$ cat src/rtl/serial_pkg.sv
// Shared definitions for the serial frame receiver.
// State encoding, frame bit levels and default widths.
package serial_pkg;

  typedef enum logic [1:0] {
    IDLE = 2'd0,
    DATA = 2'd1,
    PAR  = 2'd2,
    STOP = 2'd3
  } state_t;

  localparam logic START_BIT  = 1'b1;
  localparam logic STOP_BIT   = 1'b0;
  localparam int   DATA_W_DEF = 8;
  localparam int   CNT_W_DEF  = 8;

endpackage

$ cat src/rtl/rx_bit_counter.sv
// Data-bit counter for the frame receiver.
// Loadable up-counter with clear, enable and terminal count.
module rx_bit_counter #(
  parameter int           W  = 3,
  parameter logic [W-1:0] TC = '1
) (
  input  logic         clk,
  input  logic         rst,
  input  logic         i_load,
  input  logic [W-1:0] i_d,
  input  logic         i_inc,
  output logic         o_tc
);

  logic [W-1:0] r_cnt;

  // load wins over increment; terminal count flags last data bit
  always_ff @(posedge clk) begin
    if (rst) begin
      r_cnt <= '0;
    end else if (i_load) begin
      r_cnt <= i_d;
    end else if (i_inc) begin
      r_cnt <= r_cnt + 1'b1;
    end
  end

  assign o_tc = (r_cnt == TC);

endmodule

$ cat src/rtl/serial_frame_rx.sv
// Serial frame receiver: start, LSB-first data, even parity, stop.
// Registered word, one-cycle status pulses, wrapping good-frame count.
module serial_frame_rx
  import serial_pkg::*;
#(
  parameter int DATA_W = DATA_W_DEF,
  parameter int CNT_W  = CNT_W_DEF
) (
  input  logic              clk,
  input  logic              rst,
  input  logic              en,
  input  logic              si,
  output logic [DATA_W-1:0] po,
  output logic              valid,
  output logic              par_err,
  output logic              frm_err,
  output logic              busy,
  output logic [CNT_W-1:0]  frame_cnt
);

  localparam int BW = $clog2(DATA_W);
  localparam logic [BW-1:0] LAST = BW'(DATA_W - 1);

  state_t             r_state;
  logic [DATA_W-1:0]  r_sh;
  logic [DATA_W-1:0]  r_po;
  logic               r_par;
  logic               r_valid;
  logic               r_par_err;
  logic               r_frm_err;
  logic [CNT_W-1:0]   r_cnt;

  logic w_load;
  logic w_inc;
  logic w_last;
  logic w_par_bad;

  assign w_load    = en && (r_state == IDLE);
  assign w_inc     = en && (r_state == DATA);
  assign w_par_bad = ^{r_sh, r_par};

  rx_bit_counter #(
    .W  (BW),
    .TC (LAST)
  ) u_bit_cnt (
    .clk    (clk),
    .rst    (rst),
    .i_load (w_load),
    .i_d    ('0),
    .i_inc  (w_inc),
    .o_tc   (w_last)
  );

  // frame FSM, shift register, parity/stop checks and result registers
  always_ff @(posedge clk) begin
    if (rst) begin
      r_state   <= IDLE;
      r_sh      <= '0;
      r_po      <= '0;
      r_par     <= 1'b0;
      r_valid   <= 1'b0;
      r_par_err <= 1'b0;
      r_frm_err <= 1'b0;
      r_cnt     <= '0;
    end else begin
      r_valid   <= 1'b0;
      r_par_err <= 1'b0;
      r_frm_err <= 1'b0;
      if (en) begin
        unique case (r_state)
          IDLE: begin
            if (si == START_BIT) r_state <= DATA;
          end
          DATA: begin
            r_sh <= {si, r_sh[DATA_W-1:1]};
            if (w_last) r_state <= PAR;
          end
          PAR: begin
            r_par   <= si;
            r_state <= STOP;
          end
          STOP: begin
            if (si != STOP_BIT) begin
              r_frm_err <= 1'b1;
            end else if (w_par_bad) begin
              r_par_err <= 1'b1;
            end else begin
              r_po    <= r_sh;
              r_valid <= 1'b1;
              r_cnt   <= r_cnt + 1'b1;
            end
            r_state <= IDLE;
          end
        endcase
      end
    end
  end

  assign po        = r_po;
  assign valid     = r_valid;
  assign par_err   = r_par_err;
  assign frm_err   = r_frm_err;
  assign busy      = (r_state != IDLE);
  assign frame_cnt = r_cnt;

endmodule
$ cat config.mk
export PLATFORM = sky130hd
export DESIGN_NAME = serial_frame_rx
export DESIGN_NICKNAME = d
export VERILOG_FILES = /design/src/rtl/serial_pkg.sv /design/src/rtl/rx_bit_counter.sv /design/src/rtl/serial_frame_rx.sv
export SDC_FILE = /design/constraint.sdc
export NUM_CORES = 1
export LEC_CHECK = 0
export ABC_AREA = 1
export CAP_MARGIN = 20
export CORE_MARGIN = 4
export CORE_UTILIZATION = 30
export DETAILED_ROUTE_END_ITERATION = 12
export PLACE_DENSITY_LB_ADDON = 0.12
export SLEW_MARGIN = 20
export SYNTH_ARGS = -nofsm -noshare
export SYNTH_HDL_FRONTEND = slang
export SYNTH_SLANG_ARGS = --single-unit
$ cat constraint.sdc
create_clock -name clk -period 1.7 [get_ports clk]
set_clock_uncertainty 0.05 [all_clocks]
set_input_delay 0.51 -clock clk [delete_from_list [all_inputs] [get_ports clk]]
set_output_delay 0.51 -clock clk [all_outputs]
set_load 0.01 [all_outputs]
==> results of run 1 <==
[flip-flops by register name, indices dropped and copies added, names as in the netlist]
name / count
frame_cnt: 8
frm_err: 1
par_err: 1
po: 8
r_par: 1
r_sh: 8
r_state: 2
u_bit_cnt.r_cnt: 3
valid: 1
[placed cells by master, fill, tap and decap left out, drive strengths merged, types with 2 or more instances in the layout]
cell type	instances
nand2	71
nor2	46
inv	36
dfxtp	33
buf	25
dlygate4sd2	19
a21oi	16
o21ai	11
ha	7
clkbuf	7
nand3	7
nand4	5
nor3b	3
clkdlybuf4s50	2
xnor2	2
[power by group through the flow]
| stage | Clock (mW) | Sequential [mW] | Combinational, mW |
|---|---|---|---|
| after detailed placement | 0 | 0.851 | 0.413 |
| after global routing | 0.671 | 0.849 | 0.571 |
| after CTS | 0.630 | 0.833 | 0.408 |
| after global placement | 0 | 0.852 | 0.411 |
| final | 0.599 | 0.844 | 0.510 |
| after floorplan | 0 | 0.846 | 0.253 |
[stage by stage]
stage                     cells  instance area [sq um]  setup slack [ns]  TNS (ns)
after floorplan             246                   1670             0.237         0
after global placement      353                   2120            -0.343     -4.26
after detailed placement    353                   2120            -0.387     -4.81
after CTS                   360                   2200           0.00192         0
after global routing        365                   2370           -0.0477    -0.118
final                       365                   2370            0.0927         0
[area by class of cell]
cell class	instances	area share [%]
inverter	36	5.71
timing repair buffer	47	17.3
multi-input combinational	172	40.5
clock buffer	7	3.65
tap	70	3.70
sequential	33	29.2
[cells by family after synthesis]
logic type / after synthesis / synth area share, %
and+or+nand+nor: 132 / 34.1
xor gates and xnor gates: 3 / 1.57
buffers and inverters: 42 / 10.4
adders and majority gates: 7 / 5.25
AOI/OAI and AO/OA: 29 / 9.07
DFF: 33 / 39.6
[worst max-delay path by stage]
stage / end / slack, ns / startpoint
2_1_floorplan: po[1] / 0.24 / r_sh[2]
3_3_place_gp: frame_cnt[7] / -0.34 / en
3_5_place_dp: frame_cnt[7] / -0.39 / en
4_1_cts: frame_cnt[1] / 0.002 / r_sh[2]
5_1_grt: frame_cnt[4] / -0.05 / r_sh[1]
6_report: busy / 0.09 / r_state[0]
[metal layers]
layer	global-route usage [%]	vias up	part of all wire, %
met4	5.88	0	1.7
met2	19.7	27	46
met3	3.36	7	4.2
met1	14.9	704	49
met5	0	-	0
li1	-	867	-
[critical path: stages (launching register included)]
cell and delay (ns):
sky130_fd_sc_hd__dfxtp_1 0.32, sky130_fd_sc_hd__inv_1 0.05, sky130_fd_sc_hd__ha_1 0.20, sky130_fd_sc_hd__inv_1 0.07, sky130_fd_sc_hd__buf_2 0.13
[repair_timing]
action / in CTS / in global routing
gates cloned: 0 / 1
resized for setup: 28 / 47
endpoints found under the setup margin: 22 / 16
pin swaps: 0 / 23
setup buffers: 0 / 4
==> key figures, run 1 <==
Outcome
  • Run status: completed

Floorplanning
  • Full die area: 0.00682 sq mm
  • Site row count: 26
  • Die Span X: 82.6 microns
  • Die Y: 82.6 microns
  • Effective utilization at floorplan: between 30% and 40%
  • Placeable core region: approximately 0.0052 sq mm
  • I/O Pins: 24

Worst setup path
  • Critical path start-end classification: register to output port
  • CP Capture Type: output port
  • CP Data Arrival Time: 1.05 ns
  • Setup slack of the most critical reg-to-reg path: 0.10 ns
  • Startpoint type of the worst setup path: register
  • CP Max Fanout: 2
  • Data required time of the worst path: approximately 1.1 ns
  • Destination of the worst register-to-register timing path: frame_cnt[4]
  • Launch point of the worst reg-to-reg path: r_sh[1]
  • Logic depth of the worst register-to-register path: 12

GRT
  • Via count of the first global-routing pass: 1501
  • Global-route wire length before repair: about 6500 microns
  • Total congestion overflow: 0
  • Maximum number of pins on one net before global-route repair: 21
  • Overall global routing resource usage: ~12%
  • Initial antenna violation count: 0

Drt
  • Routed WL: a little under 4000 microns
  • Routed WL per cell: ~11 microns
  • Count of TritonRoute iterations in the first routing pass: 4
  • Routed vias: 1605
  • Via/cell ratio: ~4.4
  • 1st-iter DRT viols: 96
  • Antenna viol nets, final: 0
  • # DRC: 0

Pwr
  • Sw Ratio: between 30% and 40%
  • Leak: between 1 and 1.5 nW
  • Maximum resistive drop on vdd: 0.420 mV
  • Switching power: just over 0.6 mW
  • Sequential share of power: a little over two fifths
  • Share of total power in combinational logic: 26.1%
  • Clock share of power: between 30% and 40%
  • P per Cell Area: 825 mW/mm^2
  • Total chip power: 1.95 mW
  • Cell Int Power: between 1 and 1.5 mW

Timing
  • Setup repair after global routing missed its margin: yes
  • Least-Margin Pin Slew: about 0.33 ns
  • Final Hold Vio Count: 0
  • Endpoints failing setup: 0
  • Maximum clock frequency: 0.622 GHz
  • Final critical delay including setup and external delays: roughly 1.6 ns
  • Slew margin rel.: just under 80%
  • Pins over their slew limit: 0
  • Worst hold slack across all endpoints: around 0.42 ns
  • Post-route clock period utilization: a little over nine tenths

Clock tree
  • CTS max path bufs: 2
  • Clock transition at path regs: around 0.060 ns
  • Total clock buffers created by CTS: 5
  • Cell at the root of the clock tree: sky130_fd_sc_hd__clkbuf_8
  • Post-CTS Hold Fix Bufs: 0
  • TritonCTS clock tree: built
  • Number of clock sinks seen by CTS: 33
  • H-tree levels: 2
  • Clk_lat worst skew: approximately 0.28 ns

Min path
  • HP Class: register to register
  • Terminating pin of the worst hold path: u_bit_cnt.r_cnt[2]
  • Number of instances on the worst hold path: 2
  • Hold wc startpoint: u_bit_cnt.r_cnt[2]

Logic synthesis
  • Synth Register Bits: 33
  • Leading post-synthesis cells by instance count: sky130_fd_sc_hd__nand2_1 (67), sky130_fd_sc_hd__nor2_1 (45), sky130_fd_sc_hd__dfxtp_1 (33), sky130_fd_sc_hd__inv_1 (33), sky130_fd_sc_hd__a21oi_1 (16)
  • EDFF count, synth: 0
  • Async set or reset register ratio after synthesis: 0%
  • Post-Synthesis Net Count: 257
  • Synth Warn #: 0
  • Count of different cell masters after synthesis: 25
  • Share of synthesized area occupied by flip-flops and latches: around two fifths
  • Mean Syn Cell Area: 6.78 sq um
  • Cell with the most instances after synthesis: sky130_fd_sc_hd__nand2_1
  • Synthesized area: between 0.0015 and 0.002 sq mm
  • Yosys top cell by area: sky130_fd_sc_hd__dfxtp_1
  • Synth top area cells: sky130_fd_sc_hd__dfxtp_1 (40%), sky130_fd_sc_hd__nand2_1 (15%), sky130_fd_sc_hd__nor2_1 (10%)
  • Top_reg_cell synth: sky130_fd_sc_hd__dfxtp_1
  • Post-synth top area share: approximately two fifths
  • Number of cells produced by synthesis: 246

Finish
  • Filler instances: 538
  • Final core utilization: a little under half
  • Storage cell area: just under 700 sq um
  • Count of antenna diodes in the layout: 0
  • Final nets: around 300
  • Area of the multi-input gates: 960 sq um
  • Area growth from synthesis to layout: 41.9%
  • Fraction of final layout cells sized beyond drive strength 1: 26.1%

Place
  • Detail Placement HPWL: 2560 microns
  • Total of buffers placed on input and output ports: 23
  • Placer Congestion: 0.760

Run
  • # Max-Cap Violations: 0
Power figures use the tool's default switching activity.
==> inputs of run 2 (changes only) <==
Settings changed: SETUP_SLACK_MARGIN set to 0.15.
==> run 2 against run 1 <==
  * Critical path depth up 9
  * Sequential power is essentially flat
  * Die area is the same
  * Maximum frequency shrank 0.74%
  * Via count is 3.8% higher
==> key figures, run 2 (same netlist as run 1, synthesis figures left out) <==
GRT
  • Busiest metal layer after global routing: met2 (unchanged)
  • Overall global routing resource usage: 13.6% (was 12.2%)
  • Total congestion overflow: 0 (unchanged)
  • Via count of the first global-routing pass: 1618 (was 1501)
  • Initial antenna violation count: 0 (unchanged)
  • Global-route wire length before repair: 7160 microns (was 6450 microns)
  • Global routing usage on met3: 3.47% (was 3.36%)
  • Met2 demand-to-capacity share in global routing: 22.5% (was 19.7%)
  • Maximum number of pins on one net before global-route repair: 21 (unchanged)
  • Met1 Usage GRT: 16.6% (was 14.9%)

Timing
  • Pins over their slew limit: 0 (unchanged)
  • Endpoints failing setup: 0 (unchanged)
  • Final critical delay including setup and external delays: 1.62 ns (was 1.61 ns)
  • Post-route clock period utilization: 95.3% (was 94.5%)
  • Maximum clock frequency: 0.618 GHz (was 0.622 GHz)
  • Least-Margin Pin Slew: 0.240 ns (was 0.334 ns)
  • Setup repair after global routing missed its margin: yes (unchanged)
  • Final Hold Vio Count: 0 (unchanged)
  • Worst hold slack across all endpoints: 0.421 ns (about the same)
  • Sum of negative setup slack: 0 ns (unchanged)
  • Slew margin rel.: 84.0% (was 77.8%)

Place
  • Total of buffers placed on input and output ports: 23 (unchanged)
  • Detail Placement HPWL: 2560 microns (unchanged)
  • Placer Congestion: 0.760 (unchanged)

Worst setup path
  • Critical path start-end classification: register to register (was register to output port)
  • Family of cells with the greatest summed delay on the critical path: simple AND/OR/NAND/NOR gates (was flip-flops)
  • CP Data Arrival Time: 1.79 ns (was 1.05 ns)
  • Number of buffer and inverter stages on the critical path: 2 (was 3)
  • Cell-by-cell listing of the critical path: nor2_4 > inv_1 > nand2_1 > nand2_1 > nand2_1 > nand2_2 > nand2_2 > nand2_4 > nand4_4 > clkbuf_16 > nand2_4 > nand2_2 > nor2_2 (was inv_1 > ha_1 > inv_1 > buf_2)
  • CP Capture Type: register (was output port)
  • Startpoint type of the worst setup path: register (unchanged)
  • CP Max Fanout: 6 (was 2)
  • Cell type of the slowest stage on the worst timing path: sky130_fd_sc_hd__dfxtp_4 (was sky130_fd_sc_hd__dfxtp_1)
  • Data required time of the worst path: 1.87 ns (was 1.14 ns)
  • Stage delay of the slowest cell on the critical path: 0.41 ns (was 0.32 ns)

Pwr
  • Total chip power: 2.06 mW (was 1.95 mW)
  • Sw Ratio: 29.5% (was 30.9%)
  • Cell Int Power: 1.46 mW (was 1.35 mW)
  • P per Cell Area: 768 mW/mm^2 (was 825 mW/mm^2)
  • Clock share of power: 28.6% (was 30.7%)
  • Sequential share of power: 40.9% (was 43.2%)
  • Leak: 1.33 nW (was 1.21 nW)
  • Switching power: 0.609 mW (was 0.603 mW)
  • Maximum resistive drop on vdd: 0.435 mV (was 0.420 mV)
  • Share of total power in combinational logic: 30.4% (was 26.1%)

Clock tree
  • Clock transition at path regs: 0.07 ns (was 0.06 ns)
  • TritonCTS clock tree: built (unchanged)
  • Total clock buffers created by CTS: 5 (unchanged)
  • Clk_lat worst skew: 0.28 ns (about the same)
  • Number of clock sinks seen by CTS: 33 (unchanged)
  • Cell at the root of the clock tree: sky130_fd_sc_hd__clkbuf_8 (unchanged)
  • H-tree levels: 2 (unchanged)
  • CTS max path bufs: 2 (unchanged)

Floorplanning
  • Effective utilization at floorplan: 31.9% (unchanged)
  • Die Span X: 82.6 microns (unchanged)
  • Full die area: 0.00682 sq mm (unchanged)
  • I/O Pins: 24 (unchanged)
  • Placeable core region: 0.00524 sq mm (unchanged)
  • Die Y: 82.6 microns (unchanged)
  • Site row count: 26 (unchanged)

Finish
  • Most common cell after layout, fill and taps aside: sky130_fd_sc_hd__nand2_1 (unchanged)
  • Fraction of final layout cells sized beyond drive strength 1: 37.7% (was 26.1%)
  • Area growth from synthesis to layout: 61.0% (was 41.9%)
  • Filler instances: 526 (was 538)
  • Most frequent cells in the layout: sky130_fd_sc_hd__nand2_1 (52), sky130_fd_sc_hd__nor2_1 (33), sky130_fd_sc_hd__buf_4 (29) (was sky130_fd_sc_hd__nand2_1 (57), sky130_fd_sc_hd__nor2_1 (41), sky130_fd_sc_hd__inv_1 (27))
  • Final nets: 324 (was 306)
  • Count of antenna diodes in the layout: 0 (unchanged)
  • Final core utilization: 51.3% (was 45.2%)

Drt
  • Antenna viol nets, final: 0 (unchanged)
  • Routed WL: 4110 microns (was 3970 microns)
  • # DRC: 0 (unchanged)
  • Routed vias: 1666 (was 1605)
  • 1st-iter DRT viols: 80 (was 96)
  • Routed WL per cell: 10.7 microns (was 10.9 microns)
  • Count of TritonRoute iterations in the first routing pass: 4 (unchanged)
  • Via/cell ratio: 4.35 (was 4.40)

Run
  • # Max-Cap Violations: 0 (unchanged)

Min path
  • HP Class: register to register (unchanged)

Outcome
  • Run status: completed (unchanged)
## run 2: area by class of cell
| type | instances | area (sq um) | share of cell area, % |
|---|---|---|---|
| inverter | 36 | 141 | 5.26 |
| clock buffer | 7 | 86.3 | 3.21 |
| multi-input combinational | 171 | 1030 | 38.5 |
| tap | 70 | 87.6 | 3.26 |
| timing repair buffer | 66 | 647 | 24.1 |
| sequential | 33 | 691 | 25.7 |
## run 2: what timing repair did
| item | CTS | global route |
|---|---|---|
| resized for setup | 79 | 40 |
| pin swaps | 14 | 19 |
| endpoints found under the setup margin | 37 | 22 |
| hold buffers | 0 | 0 |
| setup buffers | 18 | 3 |
| cloned | 2 | 0 |
## run 2: path summary, 6_finish.rpt
| kind | from | to | slack, ns | cells after the start |
|---|---|---|---|---|
| worst max-delay path | r_sh[0] | po[5] | 0.08 | 13 |
| worst min-delay path | u_bit_cnt.r_cnt[2] | u_bit_cnt.r_cnt[2] | 0.42 | 2 |
| worst max register to register | r_sh[0] | po[5] | 0.08 | 13 |
| worst min register to register | u_bit_cnt.r_cnt[2] | u_bit_cnt.r_cnt[2] | 0.42 | 2 |
## run 2: per-layer routing
layer	up-vias	wire length, microns
met5	-	0
met3	9	158
met2	23	2000
met1	739	1870
li1	895	-
met4	0	80
## run 2: worst register-to-register path, delay by kind of cell, from the launching register on
family                 cells  cell delay, ns
buffers and inverters      2            0.27
flip-flops                 1            0.41
AND/OR/NAND/NOR           11            0.80
## run 2: power groups by stage
stage | Clock, mW | Sequential [mW] | Combinational (mW)
after global placement | 0 | 0.852 | 0.411
final | 0.592 | 0.845 | 0.628
after global routing | 0.670 | 0.851 | 0.693
after floorplan | 0 | 0.846 | 0.253
after CTS | 0.630 | 0.838 | 0.507
after detailed placement | 0 | 0.851 | 0.413
## run 2: stage by stage
stage / cells / area (sq um) / worst slack, ns
finish: 383 / 2690 / 0.0806
CTS: 380 / 2540 / 0.0718
detailed placement: 353 / 2120 / -0.387
floorplan: 246 / 1670 / 0.237
global placement: 353 / 2120 / -0.343
global route: 383 / 2690 / -0.0654
==> inputs of run 3 (changes only) <==
Settings changed: CORE_MARGIN 4 to 2, HOLD_SLACK_MARGIN set to 0.08, MAX_ROUTING_LAYER set to met4.
==> run 3 against run 2 <==
  * Non-clock buffer count decreased by 5
  * Largest power group unchanged
  * Worst setup slack improved by 0.044 ns
  * Wire length decreased by 2.0%
  * Die area decreased by 9.5%
  * Clock power decreased by 3%
  * Global-route usage increased by 0.67 points
  * Critical path type unchanged
  * Register-to-register slack improved by 0.04 ns
==> key figures, run 3 (same netlist as run 1, synthesis figures left out) <==
Outcome
  • Run status: completed (unchanged)

Drt
  • Routed WL: 4030 microns (was 4110 microns)
  • 1st-iter DRT viols: 87 (was 80)
  • Routed WL per cell: 10.6 microns (was 10.7 microns)
  • Antenna viol nets, final: 0 (unchanged)
  • Routed vias: 1621 (was 1666)
  • Via/cell ratio: 4.24 (was 4.35)
  • # DRC: 0 (unchanged)
  • Count of TritonRoute iterations in the first routing pass: 4 (unchanged)

Clock tree
  • Clock transition at path regs: 0.07 ns (about the same)
  • Number of clock sinks seen by CTS: 33 (unchanged)
  • Total clock buffers created by CTS: 5 (unchanged)
  • CTS max path bufs: 2 (unchanged)
  • Clk_lat worst skew: 0.28 ns (about the same)
  • Cell at the root of the clock tree: sky130_fd_sc_hd__clkbuf_8 (unchanged)
  • TritonCTS clock tree: built (unchanged)
  • H-tree levels: 2 (unchanged)

Timing
  • Least-Margin Pin Slew: 0.331 ns (was 0.240 ns)
  • Post-route clock period utilization: 92.7% (was 95.3%)
  • Worst hold slack across all endpoints: 0.424 ns (was 0.421 ns)
  • Pins over their slew limit: 0 (unchanged)
  • Slew margin rel.: 77.9% (was 84.0%)
  • Slack of the critical path: 0.124 ns (was 0.0806 ns)
  • Final Hold Vio Count: 0 (unchanged)
  • Endpoints failing setup: 0 (unchanged)
  • Maximum clock frequency: 0.635 GHz (was 0.618 GHz)
  • Sum of negative setup slack: 0 ns (unchanged)
  • Setup repair after global routing missed its margin: yes (unchanged)
  • Final critical delay including setup and external delays: 1.58 ns (was 1.62 ns)

Place
  • Total of buffers placed on input and output ports: 23 (unchanged)
  • Placer Congestion: 0.813 (was 0.760)
  • Placement-stage worst setup slack: -0.373 ns (was -0.387 ns)
  • Detail Placement HPWL: 2530 microns (was 2560 microns)

Floorplanning
  • Full die area: 0.00618 sq mm (was 0.00682 sq mm)
  • Die Y: 78.6 microns (was 82.6 microns)
  • Die Span X: 78.6 microns (was 82.6 microns)
  • I/O Pins: 24 (unchanged)
  • Effective utilization at floorplan: 30.7% (was 31.9%)
  • Placeable core region: 0.00544 sq mm (was 0.00524 sq mm)
  • Site row count: 27 (was 26)

Pwr
  • P per Cell Area: 802 mW/mm^2 (was 768 mW/mm^2)
  • Maximum resistive drop on vdd: 0.335 mV (was 0.435 mV)
  • Leak: 1.27 nW (was 1.33 nW)

Finish
  • Area growth from synthesis to layout: 49.4% (was 61.0%)
  • Most common cell after layout, fill and taps aside: sky130_fd_sc_hd__nand2_1 (unchanged)
  • Most frequent cells in the layout: sky130_fd_sc_hd__nand2_1 (57), sky130_fd_sc_hd__nor2_1 (44), sky130_fd_sc_hd__buf_4 (36) (was sky130_fd_sc_hd__nand2_1 (52), sky130_fd_sc_hd__nor2_1 (33), sky130_fd_sc_hd__buf_4 (29))
  • Count of antenna diodes in the layout: 0 (unchanged)
  • Fraction of final layout cells sized beyond drive strength 1: 31.3% (was 37.7%)
  • Final nets: 320 (was 324)

Worst setup path
  • Data required time of the worst path: 1.83 ns (was 1.87 ns)
  • CP Max Fanout: 7 (was 6)
  • Startpoint type of the worst setup path: register (unchanged)
  • CP Capture Type: register (unchanged)
  • CP Data Arrival Time: 1.71 ns (was 1.79 ns)
  • Critical path start-end classification: register to register (unchanged)

GRT
  • Initial antenna violation count: 0 (unchanged)
  • Global-route wire length before repair: 6720 microns (was 7160 microns)
  • Maximum number of pins on one net before global-route repair: 11 (was 21)
  • Overall global routing resource usage: 14.3% (was 13.6%)
  • Total congestion overflow: 0 (unchanged)
  • Via count of the first global-routing pass: 1471 (was 1618)

Min path
  • HP Class: register to register (unchanged)

Run
  • # Max-Cap Violations: 0 (unchanged)
## run 3: changes by cell type in the layout (fill, tap and decap cells not counted), moves of 2 or more
cell / change
sky130_fd_sc_hd__buf_12: -4
sky130_fd_sc_hd__buf_4: +7
sky130_fd_sc_hd__buf_6: -6
sky130_fd_sc_hd__inv_1: +2
sky130_fd_sc_hd__nand2_1: +5
sky130_fd_sc_hd__nand2_2: -5
sky130_fd_sc_hd__nor2_1: +11
sky130_fd_sc_hd__nor2_2: -3
sky130_fd_sc_hd__nor2_4: -8
## run 3: power by group
group / switching, mW / total (mW) / internal (mW) / leakage, nW
sequential: 0.0402 / 0.844 / 0.804 / 0.275
clock: 0.293 / 0.576 / 0.284 / 0.0450
combinational: 0.306 / 0.580 / 0.274 / 0.950
## run 3: per-layer routing
layer  track usage (%)  vias to the layer above  wire length [microns]  part of all wire [%]
li1                  -                      895                      -                     -
met1              18.8                      698                   2040                    51
met2              21.2                       24                   1830                    45
met3              3.79                        4                    108                   2.7
met4              4.74                        0                     49                   1.2
met5                 -                        -                      0                     0
## run 3: critical path: stages (launching register included)
cell and delay, ns:
sky130_fd_sc_hd__dfxtp_2 0.34, sky130_fd_sc_hd__nand2_1 0.08, sky130_fd_sc_hd__inv_1 0.04, sky130_fd_sc_hd__nor2_1 0.12
sky130_fd_sc_hd__nand2_1 0.06, sky130_fd_sc_hd__nand2_1 0.08, sky130_fd_sc_hd__nand2_2 0.09, sky130_fd_sc_hd__nand3_4 0.16
sky130_fd_sc_hd__nand2_4 0.07, sky130_fd_sc_hd__nor2_4 0.19, sky130_fd_sc_hd__nand3_2 0.10, sky130_fd_sc_hd__nand2_1 0.06
sky130_fd_sc_hd__nor2_1 0.04
## run 3: repair_timing
action / in CTS / in global routing
hold buffers: 0 / 0
setup buffers: 11 / 3
resized for setup: 63 / 25
cloned: 1 / 0
pin swaps: 17 / 18
setup endpoints to repair: 38 / 22
## run 3: per-stage QoR
| step | instances | total power, mW | area, sq um | utilization [%] |
|---|---|---|---|---|
| floorplan | 246 | 1.10 | 1670 | - |
| global placement | 359 | 1.26 | 2130 | 39.2 |
| global route | 382 | 2.13 | 2490 | 45.8 |
| detailed placement | 359 | 1.26 | 2130 | 39.2 |
| finish | 382 | 2.00 | 2490 | 45.8 |
| CTS | 379 | 1.92 | 2390 | 43.9 |
## run 3: final timing paths
check | start | end | slack (ns) | cells after the start
worst min register to register | u_bit_cnt.r_cnt[2] | u_bit_cnt.r_cnt[2] | 0.42 | 2
worst min-delay path | u_bit_cnt.r_cnt[2] | u_bit_cnt.r_cnt[2] | 0.42 | 2
worst max register to register | r_sh[5] | frame_cnt[0] | 0.12 | 12
worst max-delay path | r_sh[5] | frame_cnt[0] | 0.12 | 12
## run 3: final cells by class
| class | instances | area, sq um |
|---|---|---|
| Fill cell | 580 | 2950 |
| Multi-Input combinational cell | 172 | 990 |
| Inverter | 36 | 138 |
| Clock inverter | 2 | 10.0 |
| Timing Repair Buffer | 61 | 500 |
| Clock buffer | 6 | 72.6 |
| Tap cell | 72 | 90.1 |
| Sequential cell | 33 | 693 |
